$ cat src/rtl/cam_serializer_pkg.sv
// cam_serializer_pkg: shared state type and elaboration helpers for the CAM stream serializer
package cam_serializer_pkg;
  typedef enum logic [1:0] {IDLE, ACTIVE, GAP} state_t;
  function automatic int beats(input int data_width, input int bus_width);
    return data_width / bus_width;
  endfunction
  function automatic bit bus_width_ok(input int bus_width);
    return bus_width == 1 || bus_width == 2 || bus_width == 4 || bus_width == 8 || bus_width == 16;
  endfunction
endpackage

$ cat src/rtl/sync_word_fifo.sv
// sync_word_fifo: word FIFO with registered full, empty and level flags
module sync_word_fifo #(
  parameter int WIDTH = 32,
  parameter int DEPTH = 8
) (
  input  logic                   clk_i,
  input  logic                   rst_n,
  input  logic                   push,
  input  logic [WIDTH-1:0]       wdata,
  input  logic                   pop,
  output logic [WIDTH-1:0]       rdata,
  output logic                   full,
  output logic                   empty,
  output logic [$clog2(DEPTH):0] level
);
  localparam int AW = $clog2(DEPTH);
  logic [WIDTH-1:0] mem [DEPTH];
  logic [AW-1:0] wr_ptr, rd_ptr;
  logic do_push, do_pop;
  logic [AW:0] level_next;
  always_comb begin
    do_push = push && !full;
    do_pop = pop && !empty;
    level_next = level + (AW+1)'(do_push) - (AW+1)'(do_pop);
  end
  assign rdata = mem[rd_ptr];
  always_ff @(posedge clk_i)
    if (do_push) mem[wr_ptr] <= wdata;
  always_ff @(posedge clk_i or negedge rst_n)
    if (!rst_n) begin
      wr_ptr <= '0;
      rd_ptr <= '0;
      level <= '0;
      full <= 1'b0;
      empty <= 1'b1;
    end else begin
      wr_ptr <= do_push ? wr_ptr + AW'(1) : wr_ptr;
      rd_ptr <= do_pop ? rd_ptr + AW'(1) : rd_ptr;
      level <= level_next;
      full <= level_next == (AW+1)'(DEPTH);
      empty <= level_next == '0;
    end
endmodule

$ cat src/rtl/cam_stream_serializer.sv
// cam_stream_serializer: FIFO-buffered word serializer driving an ESP32 LCD_CAM style
// parallel bus with divided pixel clock and frame sync; back-to-back words share one frame.
module cam_stream_serializer
  import cam_serializer_pkg::*;
#(
  parameter int DATA_WIDTH  = 32,
  parameter int BUS_WIDTH   = 4,
  parameter int COUNT_WIDTH = 4,
  parameter int FIFO_DEPTH  = 8,
  parameter int MAX_BURST   = 16
) (
  input  logic                        clk_i,
  input  logic                        rst_n,
  input  logic                        wr_i,
  input  logic [DATA_WIDTH-1:0]       data_i,
  output logic                        full_o,
  output logic [$clog2(FIFO_DEPTH):0] level_o,
  output logic                        overflow_o,
  output logic                        cam_pclk,
  output logic                        cam_sync,
  output logic [BUS_WIDTH-1:0]        cam_data,
  output logic                        busy
);
  localparam int BEATS  = beats(DATA_WIDTH, BUS_WIDTH);
  localparam int BEAT_W = BEATS > 1 ? $clog2(BEATS) : 1;
  localparam int WORD_W = $clog2(MAX_BURST + 1);

  if (DATA_WIDTH % BUS_WIDTH != 0) begin : g_bad_ratio
    $error("DATA_WIDTH must be a multiple of BUS_WIDTH");
  end
  if (!bus_width_ok(BUS_WIDTH)) begin : g_bad_bus
    $error("BUS_WIDTH must be 1, 2, 4, 8 or 16");
  end
  if (FIFO_DEPTH < 2 || (FIFO_DEPTH & (FIFO_DEPTH - 1)) != 0) begin : g_bad_depth
    $error("FIFO_DEPTH must be a power of two, at least 2");
  end
  if (COUNT_WIDTH < 1 || MAX_BURST < 1) begin : g_bad_misc
    $error("COUNT_WIDTH and MAX_BURST must be at least 1");
  end

  state_t state;
  logic [COUNT_WIDTH-1:0] cnt;
  logic [DATA_WIDTH-1:0] rdata, shreg;
  logic [BEAT_W-1:0] beat;
  logic [WORD_W-1:0] words;
  logic fall_tick, empty, pop, last_beat, more;

  // Everything on the bus moves at the counter wrap, which is also the PCLK falling edge.
  always_comb begin
    fall_tick = &cnt;
    last_beat = beat == BEAT_W'(BEATS - 1);
    more = !empty && words < WORD_W'(MAX_BURST);
    pop = fall_tick && ((state == IDLE && !empty) || (state == ACTIVE && last_beat && more));
    busy = state != IDLE || !empty;
  end
  assign cam_pclk = cnt[COUNT_WIDTH-1];

  sync_word_fifo #(.WIDTH(DATA_WIDTH), .DEPTH(FIFO_DEPTH)) u_fifo (
    .clk_i (clk_i),
    .rst_n (rst_n),
    .push  (wr_i),
    .wdata (data_i),
    .pop   (pop),
    .rdata (rdata),
    .full  (full_o),
    .empty (empty),
    .level (level_o)
  );

  always_ff @(posedge clk_i or negedge rst_n)
    if (!rst_n) begin
      cnt <= '0;
      overflow_o <= 1'b0;
    end else begin
      cnt <= cnt + COUNT_WIDTH'(1);
      overflow_o <= wr_i && full_o;
    end

  always_ff @(posedge clk_i or negedge rst_n)
    if (!rst_n) begin
      state <= IDLE;
      shreg <= '0;
      beat <= '0;
      words <= '0;
      cam_sync <= 1'b0;
      cam_data <= '0;
    end else if (fall_tick) begin
      case (state)
        IDLE:
          if (pop) begin
            shreg <= rdata >> BUS_WIDTH;
            cam_data <= rdata[BUS_WIDTH-1:0];
            cam_sync <= 1'b1;
            beat <= '0;
            words <= WORD_W'(1);
            state <= ACTIVE;
          end
        ACTIVE:
          if (!last_beat) begin
            cam_data <= shreg[BUS_WIDTH-1:0];
            shreg <= shreg >> BUS_WIDTH;
            beat <= beat + BEAT_W'(1);
          end else if (pop) begin
            shreg <= rdata >> BUS_WIDTH;
            cam_data <= rdata[BUS_WIDTH-1:0];
            beat <= '0;
            words <= words + WORD_W'(1);
          end else begin
            cam_sync <= 1'b0;
            cam_data <= '0;
            state <= GAP;
          end
        GAP: state <= IDLE;
        default: state <= IDLE;
      endcase
    end
endmodule

$ cat config.mk
export PLATFORM = sky130hd
export DESIGN_NAME = cam_stream_serializer
export DESIGN_NICKNAME = d
export VERILOG_FILES = /design/src/rtl/cam_serializer_pkg.sv /design/src/rtl/sync_word_fifo.sv /design/src/rtl/cam_stream_serializer.sv
export SDC_FILE = /design/constraint.sdc
export NUM_CORES = 1
export LEC_CHECK = 0
export ABC_AREA = 0
export CAP_MARGIN = 0
export CORE_MARGIN = 2
export CORE_UTILIZATION = 50
export DETAILED_ROUTE_END_ITERATION = 8
export DONT_BUFFER_PORTS = 1
export PLACE_DENSITY_LB_ADDON = 0.08
export SYNTH_ARGS = -nofsm -noshare
export SYNTH_HDL_FRONTEND = slang
export SYNTH_SLANG_ARGS = --single-unit
$ cat constraint.sdc
create_clock -name clk_i -period 9.9 [get_ports clk_i]
set_input_delay 1.98 -clock clk_i [delete_from_list [all_inputs] [get_ports clk_i]]
set_output_delay 1.98 -clock clk_i [all_outputs]
set_load 0.01 [all_outputs]
==> key figures, run 1 <==
Logic synthesis
  – Syn_nets: 694
  – Simple-gate portion of the synthesized area: 5.363%
  – Register area share after synthesis: 74.71%
  – Synth Cell Area: 12430 µm²
  – Synth Area in XOR/XNOR: 0.6339%
  – Synth Register Bits: 320
  – Post-Synthesis Cells: 648
  – Post-synthesis compound-gate area fraction: 4.176%
  – Synth unique cells: 42
  – Mapped Avg Cell Area: 19.19 µm²
  – Synth warnings: 0
  – Post-synthesis adder-cell area fraction: 1.167%
  – Multiplexer share of the synthesized area: 12.08%
  – Largest family of logic cells by synthesized area: multiplexers

Final layout
  – Reg area: 9296 µm²
  – Area of the multi-input gates: 2968 µm²
  – Most common cell after layout, fill and taps aside: edfxtp_1
  – Layout cells sized above 1: between 10% and 20%
  – Most frequent cells in the layout: 256 x edfxtp_1, 64 x mux4_2, 60 x dfrtp_1
  – Area delta synth->final: 11.43%
  – Nets@finish: 707
  – Fill count: between 1.5k and 2k
  – Antenna cells: 0
  – End-of-flow core utilization: 56.81%

Clock network
  – Clock buffer depth: 3
  – CTS clk-pin slew, worst paths: 0.05 ns
  – Clk sinks: 320
  – # resized after CTS: 0
  – Postcts setup bufs: 0
  – Root buf cell: clkbuf_16
  – TritonCTS clock tree: yes
  – CTS buffer count: 35
  – Clock Latency Late Sink: 0.50 ns
  – Hold-fix buffers, CTS: 0
  – H-Tree Depth: 2

Critical path
  – Startpoint Class: input pin
  – R2R depth: 13
  – R2r startpoint: beat[0]
  – Critical path fanouts, max: 22
  – Flop-to-flop setup slack: 6.38 ns
  – Crit end category: register
  – Crit path arrival time: 4.11 ns
  – Req. time, crit path: 10.06 ns
  – Critical path type: input pin to register
  – RR Endpoint: u_fifo.full

Die
  – Placeable Area: 24390 µm²
  – I/O pins: 48
  – Die area: around 26000 µm²
  – Initial core utilization: 50.98%
  – Rows: 57
  – Die Span Y: roughly 160 µm
  – Die W: 161.7 µm

Hold path
  – HP Start: beat[0]
  – Hold WC Path Type: register to register
  – Min-Delay Endpoint: beat[0]
  – Worst hold path depth: 1

STA
  – Final setup TNS: 0 ns
  – Final cycle utilization of the critical path: 39.93%
  – Final Hold Vio Count: 0
  – Slew Limit Headroom: 19.03%
  – Setup violators final: 0
  – RSZ-0062 raised after global routing: no
  – Tmin final: 3.953 ns
  – Max frequency: 0.2530 GHz
  – Slew Limit Fails: 0
  – Worst-Margin Slew: 1.212 ns
  – Clock skew: about 0.0076 ns

Detailed routing
  – Drt drc: 0
  – Drt wl/cell: 23.13 µm
  – Vias: just under 6k
  – Drt pass-1 iters: 5
  – DRT iter0 DRCs: 406
  – Post-DRT Antenna Nets: 0
  – Via-per-instance ratio: 5.794
  – WL final: 23370 µm

Power and ir drop
  – Power Density: between 200 and 300 nW/µm²
  – Peak supply drop: 0.1519 mV
  – Pleak: roughly 4.6 nW

Global routing
  – Grt total ovfl: 0
  – Gr usage total: between 10% and 20%
  – Number of global-route vias before repair: 6423
  – Pin count of the biggest net entering global routing: 66
  – Initial antenna violation count: 0
  – First-pass GRT wire length: 37120 µm

Flow run
  – Max Cap Viol: 0

Run status
  – Status: complete, no violations

Placed design
  – Number of port buffers: 0
  – Post-DP HPWL: 12750 µm
  – GP Congestion: 0.7642
==> layout make-up <==
class | instances | share of cell area [%]
Sequential cell | 320 | 67.09
Multi-Input combinational cell | 279 | 21.42
Clock buffer | 55 | 7.459
Tap cell | 324 | 2.926
Inverter | 17 | 0.4605
Timing Repair Buffer | 8 | 0.4334
Clock inverter | 7 | 0.2077
==> metal layers <==
metal  global-route usage [%]  wire length (µm)
met1                    24.89             10090
met2                    31.55             11750
met3                    4.137              1096
met4                    5.551               434
met5                        0                 0
==> cell usage after synthesis (all sizes together) <==
cell type	instances	area, µm²
nor2	14	52.55
nand4	2	12.51
o21a	1	7.510
dfrtp	63	1577
ha	10	125.1
fa	1	20.02
a31oi	1	6.260
clkbuf	16	60.06
a21o	2	15.01
and2	1	6.260
dfstp	1	26.28
nand2b	32	200.2
mux4	64	1441
o21ai	3	26.28
o22ai	7	43.79
nand2	38	142.6
inv	17	63.81
a211o	1	8.760
a21oi	8	40.04
or3	3	18.77
nand3	32	160.2
a32o	1	10.01
xor2	2	17.52
a2111oi	1	27.53
o221a	28	315.3
nor3	4	20.02
o32a	1	10.01
xnor2	7	61.31
nand4b	1	8.760
a41oi	1	8.760
mux2	1	11.26
mux2i	5	50.05
or4	1	7.510
nor2b	6	37.54
buf	16	107.6
edfxtp	256	7687
==> stage by stage <==
stage / area, µm² / setup WS (ns) / hold slack, ns / instances / power, mW
after global routing: 13860 / 5.728 / 0.5135 / 1010 / 3.821
after global placement: 12790 / 5.552 / 0.4667 / 948 / 2.460
after CTS: 13860 / 5.884 / 0.4860 / 1010 / 3.690
after detailed placement: 12790 / 5.364 / 0.4789 / 948 / 2.491
after floorplan: 12430 / 4.787 / 0.4573 / 648 / 2.304
final: 13860 / 5.947 / 0.4791 / 1010 / 3.646
==> cells by family (layout without fill, tap and decap cells) <==
family | count (synthesis) | count (layout)
buffers and inverters | 49 | 87
xor gates and xnor gates | 9 | 9
AOI/OAI and AO/OA | 55 | 55
DFF | 320 | 320
adders and majority gates | 11 | 11
muxes | 70 | 70
and+or+nand+nor | 134 | 134
==> state kept, by name (all words and copies together), names as in the netlist <==
register       count
beat               3
cam_data           4
cam_sync           1
cnt                4
overflow_o         1
shreg             32
state              2
u_fifo.empty       1
u_fifo.full        1
u_fifo.level       4
u_fifo.mem       256
u_fifo.rd_ptr      3
u_fifo.wr_ptr      3
words              5
==> report_power, final <==
group | leakage (nW) | internal, mW | switching, mW
logic | 0.968 | 0.280 | 0.301
registers | 3.11 | 1.71 | 0.156
clock network | 0.517 | 0.714 | 0.483
==> worst max-delay path, stage by stage <==
cell     delay, ns
nor2b_1       0.43
nand2_1       0.34
nor3_2        0.85
buf_4         0.49
==> how the worst max path moves through the flow <==
stage / start / cells after the start / end / slack, ns
final: wr_i / 4 / u_fifo.mem[1][4] / 5.95
after global routing: wr_i / 4 / u_fifo.mem[1][6] / 5.73
after CTS: wr_i / 4 / u_fifo.mem[1][6] / 5.88
after detailed placement: wr_i / 4 / u_fifo.mem[1][30] / 5.36
after global placement: wr_i / 4 / u_fifo.mem[1][0] / 5.55
after floorplan: wr_i / 4 / u_fifo.mem[0][0] / 4.79
No activity file was read; power rests on OpenSTA's default activity.
==> run 2: changes to the inputs <==
Clock period 9.9 ns to 3.32 ns, I/O delays scaled along.
==> key figures, run 2 (same netlist as run 1, synthesis figures left out) <==
STA
  – Worst-Margin Slew: 0.8220 ns (-0.3896 ns)
  – Slew Limit Headroom: 45.20% (+26 points)
  – Final cycle utilization of the critical path: 91.82%
  – Final setup TNS: 0 ns (unchanged)
  – Tmin final: 3.048 ns
  – Max frequency: between 0.3 and 0.4 GHz
  – Setup violators final: 0 (unchanged)
  – RSZ-0062 raised after global routing: no
  – Slew Limit Fails: 0 (unchanged)
  – Final Hold Vio Count: 0 (unchanged)
  – Hold WS: 0.02775 ns (-0.4514 ns)
  – Clock skew: 0.02158 ns (+0.01402 ns)
  – Post-route worst setup slack: 0.2717 ns (-5.676 ns)

Final layout
  – Layout cells sized above 1: 22.64% (+2.8 points)
  – Antenna cells: 0 (unchanged)
  – Most frequent cells in the layout: 256 x edfxtp_1, 64 x mux4_2, 60 x dfrtp_1
  – Fill count: 1820 (-2.2%)
  – Largest regs: u_fifo.mem x256, shreg x32, words x5
  – Most common cell after layout, fill and taps aside: edfxtp_1
  – Max reg flops: 256 (unchanged)
  – Nets@finish: 718 (+1.6%)
  – Area delta synth->final: 13.50%
  – Top reg by flops: u_fifo.mem

Clock network
  – Postcts setup bufs: 0 (unchanged)
  – Clock buffer depth: 3 (unchanged)
  – Clock Latency Late Sink: 0.51 ns (about the same)
  – CTS buffer count: 35 (unchanged)
  – CTS clk-pin slew, worst paths: 0.06 ns (about the same)
  – H-Tree Depth: 2 (unchanged)
  – Clk sinks: 320 (unchanged)
  – Root buf cell: clkbuf_16
  – TritonCTS clock tree: yes

Global routing
  – Number of global-route vias before repair: 6275 (-2.3%)
  – Gr usage total: 19.20% (+0.46 points)
  – Pin count of the biggest net entering global routing: 65 (-1.5%)
  – Initial antenna violation count: 0 (unchanged)
  – First-pass GRT wire length: 37520 µm (+1.1%)
  – Grt total ovfl: 0 (unchanged)

Power and ir drop
  – Peak supply drop: 0.5214 mV (+240%)
  – Power Density: 782.4 nW/µm² (+200%)
  – Pleak: 4.714 nW (+2.6%)

Placed design
  – Number of port buffers: 0 (unchanged)
  – Post-DP HPWL: 12650 µm (-0.80%)
  – GP Congestion: 0.7668 (+0.34%)
  – Pre-CTS WS: 0.2083 ns (-5.156 ns)

Detailed routing
  – Drt pass-1 iters: 4 (-1)
  – Via-per-instance ratio: 5.839 (+0.77%)
  – Drt drc: 0 (unchanged)
  – WL final: 23910 µm (+2.3%)
  – Post-DRT Antenna Nets: 0 (unchanged)
  – Vias: 5967 (+2.0%)
  – DRT iter0 DRCs: 460 (+13%)
  – Drt wl/cell: 23.40 µm (+1.1%)

Critical path
  – Req. time, crit path: 3.75 ns (-6.31 ns)
  – Crit path arrival time: 3.48 ns (-0.63 ns)
  – Critical path, cell by cell: ha_1 -> ha_1 -> nand2b_1 -> a211o_1 -> inv_2 -> ha_1 -> inv_1 -> ha_1 -> inv_1 -> fa_1 -> inv_1 -> or3_1 -> nor2_1
  – Critical-path top delay cell: fa_1
  – Most common cell on crit path: ha_1
  – Critical path type: register to register
  – Crit-path max cell delay: 0.51 ns (-0.34 ns)
  – Startpoint Class: register
  – Critical path fanouts, max: 7 (-68%)
  – Crit end category: register

Die
  – Initial core utilization: 50.98% (unchanged)
  – Placeable Area: 24390 µm² (unchanged)
  – Die W: 161.7 µm (unchanged)
  – Die area: 26150 µm² (unchanged)
  – Die Span Y: 161.7 µm (unchanged)
  – Rows: 57 (unchanged)
  – I/O pins: 48 (unchanged)

Hold path
  – Hold WC Path Type: input pin to async pin

Flow run
  – Max Cap Viol: 0 (unchanged)

Run status
  – Status: complete, no violations
run 2: cell types whose count changed in the layout (fill, tap and decap cells not counted), sizes merged:
cell | previous run | this run
clkinv | 7 | 14
clkbuf | 55 | 45
buf | 8 | 19
inv | 17 | 21
run 2: what timing repair did:
| action | 4_1_cts | 5_1_grt |
|---|---|---|
| hold buffers | 1 | 0 |
| resized for setup | 0 | 1 |
| endpoints found under the setup margin | 0 | 2 |
| endpoints found under the hold margin | 64 | 0 |
run 2: report_power, final:
| group | switching (mW) | internal, mW |
|---|---|---|
| Combinational | 0.947 | 0.931 |
| Sequential | 0.484 | 5.09 |
| Clock | 1.50 | 2.09 |
| Total | 2.93 | 8.11 |
run 2: area by class of cell:
type                       instances  area (µm²)  share of cell area [%]
inverter                          17       63.81                  0.4521
sequential                       320        9296                   65.87
clock inverter                    18       105.1                  0.7447
clock buffer                      45       974.7                   6.906
tap                              324       405.4                   2.872
timing repair buffer              19       287.8                   2.039
multi-input combinational        279        2980                   21.12
run 2: routing by layer:
layer / routed length (µm) / share of wire, % / track usage, %
met1: 10340 / 43 / 26.29
met2: 11740 / 49 / 31.70
met3: 1225 / 5.1 / 3.779
met4: 605 / 2.5 / 5.953
met5: 0 / 0 / 0
run 2: stage by stage:
stage	power, mW	instance area [µm²]	utilization (%)	cells
finish	11.04	14110	57.86	1022
global route	11.57	14110	57.86	1022
CTS	11.19	14110	57.86	1022
detailed placement	7.561	13010	53.32	958
global placement	7.483	13010	53.32	958
floorplan	6.872	12440	-	648
run 2: worst paths after layout:
path	start	end	slack, ns	cells past startpoint
worst min-delay path	rst_n	cam_sync	0.03	1
worst min register to register	beat[0]	beat[0]	0.50	1
min in group clk_i	data_i[22]	u_fifo.mem[0][22]	0.24	0
max in group asynchronous	rst_n	u_fifo.empty	3.00	1
worst max register to register	beat[0]	u_fifo.empty	0.27	13
worst max-delay path	beat[0]	u_fifo.empty	0.27	13
run 2: critical path: cells and delay by family (launching register included):
| kind | cells | cell delay [ns] |
|---|---|---|
| adders and majority gates | 5 | 1.32 |
| and+or+nand+nor | 3 | 0.64 |
| DFF | 1 | 0.37 |
| AOI/OAI and AO/OA | 1 | 0.35 |
| buffers and inverters | 4 | 0.28 |
